## src/rtl/avg_filter_pkg.sv

```systemverilog
// rtl/avg_filter_pkg.sv - shared state encoding and default widths for the averaging stage
package avg_filter_pkg;

    // Defaults shared with control_fsm and the compare stage
    localparam int AVG_DATA_W    = 12;
    localparam int AVG_TAPS_LOG2 = 2;

    typedef enum logic [1:0] {
        ST_IDLE = 2'd0,
        ST_FILL = 2'd1,
        ST_CALC = 2'd2,
        ST_DONE = 2'd3
    } avg_state_t;

    // A single-tap build still needs a 1-bit counter to stay a legal vector
    function automatic int cnt_width(input int taps_log2);
        return (taps_log2 > 0) ? taps_log2 : 1;
    endfunction

endpackage

```

## src/rtl/avg_filter.sv

```systemverilog
// rtl/avg_filter.sv - block-averaging filter: collects 2**TAPS_LOG2 samples, outputs rounded mean
module avg_filter
    import avg_filter_pkg::*;
#(
    parameter int DATA_W    = AVG_DATA_W,
    parameter int TAPS_LOG2 = AVG_TAPS_LOG2
) (
    input  logic              clk,
    input  logic              reset,
    input  logic              filter_enable,
    input  logic [DATA_W-1:0] sample_in,
    input  logic              sample_valid,
    output logic              sample_ready,
    output logic [DATA_W-1:0] filter_out,
    output logic              filter_done,
    output logic              busy
);

    localparam int N     = 1 << TAPS_LOG2;
    localparam int SUM_W = DATA_W + TAPS_LOG2;
    localparam int CNT_W = cnt_width(TAPS_LOG2);

    // Half an LSB of the result; zero when a single sample passes straight through
    localparam logic [SUM_W-1:0] ROUND    = SUM_W'(N >> 1);
    localparam logic [CNT_W-1:0] CNT_LAST = CNT_W'(N - 1);
    localparam logic [CNT_W-1:0] CNT_ONE  = CNT_W'(1);

    avg_state_t        state;
    logic [SUM_W-1:0]  sum;
    logic [CNT_W-1:0]  cnt;
    logic              accept;
    logic [SUM_W-1:0]  sum_rounded;

    assign accept = sample_valid & sample_ready;

    // The full-scale sum plus the rounding constant still fits SUM_W bits, so no carry is lost
    assign sum_rounded = sum + ROUND;

    // Sequencer, accumulator and result register
    always_ff @(posedge clk or posedge reset) begin
        if (reset) begin
            state      <= ST_IDLE;
            sum        <= '0;
            cnt        <= '0;
            filter_out <= '0;
        end else begin
            case (state)
                ST_IDLE: begin
                    if (filter_enable) begin
                        state <= ST_FILL;
                        sum   <= '0;
                        cnt   <= '0;
                    end
                end
                ST_FILL: begin
                    // Dropping enable abandons the window even if a sample lands this cycle
                    if (!filter_enable) begin
                        state <= ST_IDLE;
                    end else if (accept) begin
                        sum <= sum + SUM_W'(sample_in);
                        cnt <= cnt + CNT_ONE;
                        if (cnt == CNT_LAST) begin
                            state <= ST_CALC;
                        end
                    end
                end
                ST_CALC: begin
                    filter_out <= DATA_W'(sum_rounded >> TAPS_LOG2);
                    state      <= ST_DONE;
                end
                ST_DONE: begin
                    state <= ST_IDLE;
                end
                default: begin
                    state <= ST_IDLE;
                end
            endcase
        end
    end

    // Handshake and status are pure decodes of the registered state
    assign sample_ready = (state == ST_FILL);
    assign filter_done  = (state == ST_DONE);
    assign busy         = (state != ST_IDLE);

endmodule

```

## config.mk

```make
export PLATFORM = sky130hd
export DESIGN_NAME = avg_filter
export DESIGN_NICKNAME = d
export VERILOG_FILES = /design/src/rtl/avg_filter_pkg.sv /design/src/rtl/avg_filter.sv
export SDC_FILE = /design/constraint.sdc
export NUM_CORES = 1
export LEC_CHECK = 0
export CORE_MARGIN = 4
export CORE_UTILIZATION = 30
export DETAILED_ROUTE_END_ITERATION = 8
export DONT_BUFFER_PORTS = 1
export GPL_TIMING_DRIVEN = 0
export PLACE_DENSITY = 0.4
export SYNTH_ARGS = -nofsm -noshare
export SYNTH_HDL_FRONTEND = slang
export SYNTH_SLANG_ARGS = --single-unit
```

## constraint.sdc

```tcl
create_clock -name clk -period 5.9 [get_ports clk]
set_clock_uncertainty 0.15 [all_clocks]
set_input_delay 1.475 -clock clk [delete_from_list [all_inputs] [get_ports clk]]
set_output_delay 1.475 -clock clk [all_outputs]
set_load 0.03 [all_outputs]
```

Word-level counts from Yosys, hierarchy flattened. Index checks and enable logic that the tools add are counted.

Mux-type cells: 13. Equal/unequal tests: 9. Bitwise logic cells: 1. Add/subtract/negate cells: 3. Reductions and logical operators: 5.

Operators by type and width (count): $mux 14 (3); $pmux 14 s2 (1); $add 14x12->14 (1); $add 14x2->14 const B (1); $mux 2 (7); $pmux 2 s4 (1); $eq 2x2->1 const B (3); $ne 3x2->1 const B (2); $ne 2x2->1 const B (2); $pmux 2 s2 (1); $reduce_and 4->1 (1); $reduce_bool 2->1 (2); $reduce_and 3->1 (1); $add 2x1->2 const B (1); $eq 2x1->1 const B (1); $logic_not 2->1 (1); $ne 2x1->1 const B (1); $and 1x1->1 (1).

Output and inout port bits: 15. Logic and storage cells: 35. Register bits: 30. Bits of input ports: 16.

Longest topological paths before layout. Gate-level depths: netlist of run 1.

Depth after elaboration: 5. Depth in mapped cells: 8. Depth with buffers taken out: 8.

Least setup slack after synthesis of run 1. No wires, ideal clock.

Path type: input port to flip-flop. Start point: input sample_in[4]. End point: register sum[11]. Arrival: 2.993 ns. Stages: 6. Library setup time: 0.122 ns. Path buffers: 0. Path slack: 2.635 ns. Data required time: 5.628 ns. Cell sequence: ha_1 -> a21o_1 -> a31oi_4 -> a21oi_2 -> or4_1 -> a32o_1.

Cells in the longest elaborated chain, start to end: 4.

Ends and longest elaborated chain: start: declaration (line avg_filter.sv:11) `input logic [DATA_W-1:0] sample_in,`; $add 14x12->14 (line avg_filter.sv:60) `sum <= sum + SUM_W'(sample_in);`; $mux 14 (line avg_filter.sv:59) `end else if (accept) begin`; $mux 14 (line avg_filter.sv:57) `if (!filter_enable) begin`; $pmux 14 s2 (line avg_filter.sv:47) `case (state)`; end signal: assignment (line avg_filter.sv:60); end: declaration (line avg_filter.sv:29) `logic [SUM_W-1:0] sum;`.

No other way between the ends. The select of a mux whose other input is x is not followed. A chain may end at the register's enable or synchronous reset.

Worst setup path in the final report of run 1.
Start point: register state[0]. End point: output sample_ready.

Cells in the longest elaborated chain, start to end: 1.

Ends and longest elaborated chain: start: declaration (line avg_filter.sv:28) `avg_state_t state;`; start signal: assignment (line avg_filter.sv:42) `state <= ST_IDLE;`; start signal: assignment (line avg_filter.sv:50) `state <= ST_FILL;`; start signal: assignment (line avg_filter.sv:58) `state <= ST_IDLE;`; $eq 2x1->1 (line avg_filter.sv:82) `assign sample_ready = (state == ST_FILL);`; end: declaration (line avg_filter.sv:13) `output logic sample_ready,`.

No other way between the ends.

==> results.txt, run 1 <==
The tools report the number of warnings printed during yosys synthesis as 0. The critical path is of the flip-flop to output pin type. The number of different library cells in the post-synthesis netlist came out at 38.

TritonCTS built the clock tree. In the routed design, unresolved DRC markers number 0. Global routing finished with a remaining overflow of 0. At the end of routability-driven placement, the weighted congestion stood at 0.7858.

The number of global-route vias before repair came out at 1608. The hold buffer count at cts is 0, and the buffer depth of the longest clock path is 2. Leaving out fill and tap cells, the most frequent cell in the layout is sky130_fd_sc_hd__nand2_1.

The total power after layout is 0.0006743 W. Summing over every cut layer, the via total after detailed routing is 1530. Across all setup checks in the final design, the least slack found is 2.708 ns.

TritonCTS created 5 clock buffers. For the post-CTS repair timing setup buffer count, the log shows 0. The max-slew violation total from the final report is 0. Traced cell by cell, the critical path runs through clkbuf_1 -> nor2b_1.

The flop and latch count out of synthesis came out at 30. The final routed wirelength across all metal layers is 4.584 mm, and the number of ports placed on the die boundary is 31. For the pin with the worst max-slew slack, the measured transition is 0.7431 ns. The number of input and output port buffers inserted was 0; the quantity of gates resized following cts was 0. Dividing the detail-routed via count by the number of cells gives 5.204. The floorplan has 28 rows. Startpoint of the worst register-to-register path: sum[4].

For this run, the slowest stage of the critical path takes 0.66 ns. Power spread over the standard cell area amounts to 314.4 nW/um^2. The ratio of cells with drive above 1 in the final layout came out at 0.07763. The count of antenna-violating nets left after detailed routing was 0. The tightest min-delay check is of the flip-flop to flip-flop type. The capturing instance or port of the critical path is sample_ready. The vertical die dimension is 87.88 microns, and the fill cell total of the finished layout is 648. Critical path launch point: state[0]. The post-route fraction of the period consumed by the critical path came out at 0.5411.

For this design, the slowest cell found on the critical path is sky130_fd_sc_hd__nor2b_1. The worst setup path is captured at an output pin. The run gives 0.3159 as the starting density of the core. Synthesis produced a netlist whose cell count is 210. OpenSTA, run right after detailed placement, puts the worst setup slack at 2.491 ns.

The initial antenna violation count is 0, and the share of flip-flops with an asynchronous set or reset after synthesis is 1.000. After detailed routing, the average wire length per cell comes to 15.59 microns. The core region is 6061 sq um.

The post-synthesis instance area was 1914 sq um; the clock latency on the worst-skew pair was 0.28 ns. Relative to the synthesized area, the layout overhead comes to 12.03%. The run gives 4.28 ns as the required time of the worst setup path. Summed over all cells, the static leakage comes to 0.9862 nW.

The first global-routing pass estimated 7.962 mm of wire. The worst max-slew margin expressed relative to the limit was 0.5036. The net total in the final layout is 249. The run finished with clean final reports. The arrival time of data at the critical path endpoint is 1.57 ns, and the net count after synthesis is 241. The time the worst path needs with I/O delays and setup is 3.192 ns. In this run the critical register-to-register path is captured at sum[11]. The half-perimeter wire length of the detailed placement result was 3.567 mm. Setup repair after global routing left no endpoint under its margin. The type of origin of the critical path was a flip-flop. Entering global routing, the biggest net connects 31 pins. In the final layout, flip-flops and latches occupy 750.7 sq um. The number of enable flip-flop cells after synthesis is 0, and the number of diodes added for antenna fixing is 0.

The tools report the number of setup violations in the final report as 0. The tools report the portion of the post-synthesis area used by sequential elements as 0.3922. The count of max-cap constraint violations was 0; the per-instance average area after synthesis was 9.116 sq um. The count of cells along the worst register-to-register path is 6, and the area of the die is 7723 sq um. In this run, the number of DRC markers left after iteration 0 of detailed routing was 72. The utilization after layout came out at 0.3538. The die boundary width is 87.88 microns.

The most frequently used flop master after synthesis was sky130_fd_sc_hd__dfrtp_1. The number of detailed-routing iterations run before antenna repair was 4. In the final layout, the multi-input gates occupy 1114 sq um. CTS saw 30 sinks. Library cell used as clock root buffer: sky130_fd_sc_hd__clkbuf_8.

After clock tree synthesis, the clock-pin slew on the worst setup and hold paths is 0.07 ns. The tools report the aggregate global-route resource usage as 0.1331. The top cell types in the final layout, fill and taps aside, are sky130_fd_sc_hd__nand2_1, sky130_fd_sc_hd__dfrtp_1, sky130_fd_sc_hd__o21ai_0. IR analysis of the VDD net gives a maximum drop of 0.1111 mV. In this run the worst path has a maximum fanout of 10.

The logs give 0 for the number of hold violations in the final report and 0 ns for the total negative setup slack. The logs give 3.44 ns for the slack of the worst reg-to-reg path and 0.3132 GHz for the achievable frequency. In this run the number of H-tree levels came out at 2.
-- cell usage after synthesis, types with 4 or more instances --
master,instances,area (sq um)
sky130_fd_sc_hd__o21ai_0,28,140.1
sky130_fd_sc_hd__clkbuf_1,5,18.77
sky130_fd_sc_hd__xnor2_1,7,61.31
sky130_fd_sc_hd__nand2_1,31,116.4
sky130_fd_sc_hd__inv_1,7,26.28
sky130_fd_sc_hd__nand3_1,10,50.05
sky130_fd_sc_hd__ha_1,14,175.2
sky130_fd_sc_hd__a32o_1,4,40.04
sky130_fd_sc_hd__nand4_1,4,25.02
sky130_fd_sc_hd__nor2_1,10,37.54
sky130_fd_sc_hd__a21oi_1,6,30.03
sky130_fd_sc_hd__dfrtp_1,30,750.7
sky130_fd_sc_hd__xor2_1,9,78.83
sky130_fd_sc_hd__a21o_1,8,60.06
-- how the worst min path moves through the flow --
stage,start,end,slack (ns),cells past startpoint
CTS,cnt[1],cnt[1],0.35,2
finish,cnt[1],cnt[1],0.34,2
global route,cnt[0],cnt[0],0.37,1
global placement,cnt[1],cnt[1],0.32,2
floorplan,cnt[1],cnt[1],0.30,2
detailed placement,cnt[1],cnt[1],0.33,2
-- metrics by stage --
step                std cells  hold slack, ns  area, sq um
floorplan                 210          0.3038         1914
global placement          285          0.3169         2008
detailed placement        285          0.3308         2008
CTS                       293          0.3473         2117
global route              294          0.3708         2145
finish                    294          0.3415         2145
-- cell type report --
cell class	instances	share of cell area
clock inverter	3	0.01867
clock buffer	5	0.03209
inverter	7	0.01225
tap	75	0.04376
buffer	6	0.01109
timing repair buffer	1	0.01284
sequential	30	0.3501
multi-input combinational	167	0.5193
-- per-layer routing --
layer  part of all wire  global-route usage  vias to the layer above  wire (microns)
met3              0.061             0.03763                        8             278
met5                  0                   0                        -               0
met1               0.46              0.1713                      711            2121
met2               0.45              0.2103                       40            2075
li1                   -                   -                      771               -
met4              0.024             0.05300                        0             108
-- worst max-delay path: cells and delay by family (launching register included) --
kind	cells	cell delay, ns
buf+inv	1	0.30
simple gates	1	0.66
flops	1	0.32
-- power by group --
| part | total, W | switching, W | internal [W] |
|---|---|---|---|
| clock | 0.000203 | 0.0000793 | 0.000124 |
| combinational | 0.000179 | 0.000100 | 0.0000788 |
| sequential | 0.000292 | 0.0000569 | 0.000235 |
| total | 0.000674 | 0.000237 | 0.000438 |
-- state kept, by name, summed over array words and instances, names as in the netlist, named ones only --
signal and flops:
sum 14, filter_out 12, state 1, cnt 2
-- logic make-up (layout without fill, tap and decap cells) --
kind of cell / Yosys count / count (layout) / share of synthesized area
AND/OR/NAND/NOR: 72 / 72 / 0.1771
AO/OA/AOI/OAI: 61 / 61 / 0.2131
flip-flops: 30 / 30 / 0.3922
XOR/XNOR: 16 / 16 / 0.07321
adder cells (fa/ha/maj): 15 / 15 / 0.1020
buffers and inverters: 13 / 22 / 0.02614
multiplexers: 3 / 3 / 0.01634
(Power assumes the default switching activity.)
==> run 2: changes to the inputs <==
==> constraint.sdc (replaced) <==
create_clock -name clk -period 3.25 [get_ports clk]
set_clock_uncertainty 0.15 [all_clocks]
set_input_delay 0.8125 -clock clk [delete_from_list [all_inputs] [get_ports clk]]
set_output_delay 0.8125 -clock clk [all_outputs]
set_load 0.03 [all_outputs]
==> results of run 2 <==
The final DEF is identical to that of run 1. Status: finished clean.
Main changes from that run: setup slack after placement 2.491 ns -> 0.5039 ns; setup slack after layout 2.708 ns -> 0.7201 ns; hold slack 0.3415 ns -> 0.2314 ns; register-to-register setup slack 3.44 ns -> 0.79 ns; total power 0.0006743 W -> 0.001224 W; worst IR drop on VDD 0.1111 mV -> 0.2017 mV
==> run 3: changes to the inputs <==
==> constraint.sdc (replaced) <==
create_clock -name clk -period 2.6 [get_ports clk]
set_clock_uncertainty 0.15 [all_clocks]
set_input_delay 0.65 -clock clk [delete_from_list [all_inputs] [get_ports clk]]
set_output_delay 0.65 -clock clk [all_outputs]
set_load 0.03 [all_outputs]
==> results of run 3 <==
The final DEF is identical to that of run 1. Status: finished clean.
Main changes from that run: setup slack after placement 2.491 ns -> 0.01637 ns; setup slack after layout 2.708 ns -> 0.1386 ns; hold slack 0.3415 ns -> 0.06895 ns; start point of the critical path state[0] -> sum[4]; end point of the critical path sample_ready -> sum[11]; register-to-register setup slack 3.44 ns -> 0.14 ns; total power 0.0006743 W -> 0.001530 W; worst IR drop on VDD 0.1111 mV -> 0.2522 mV
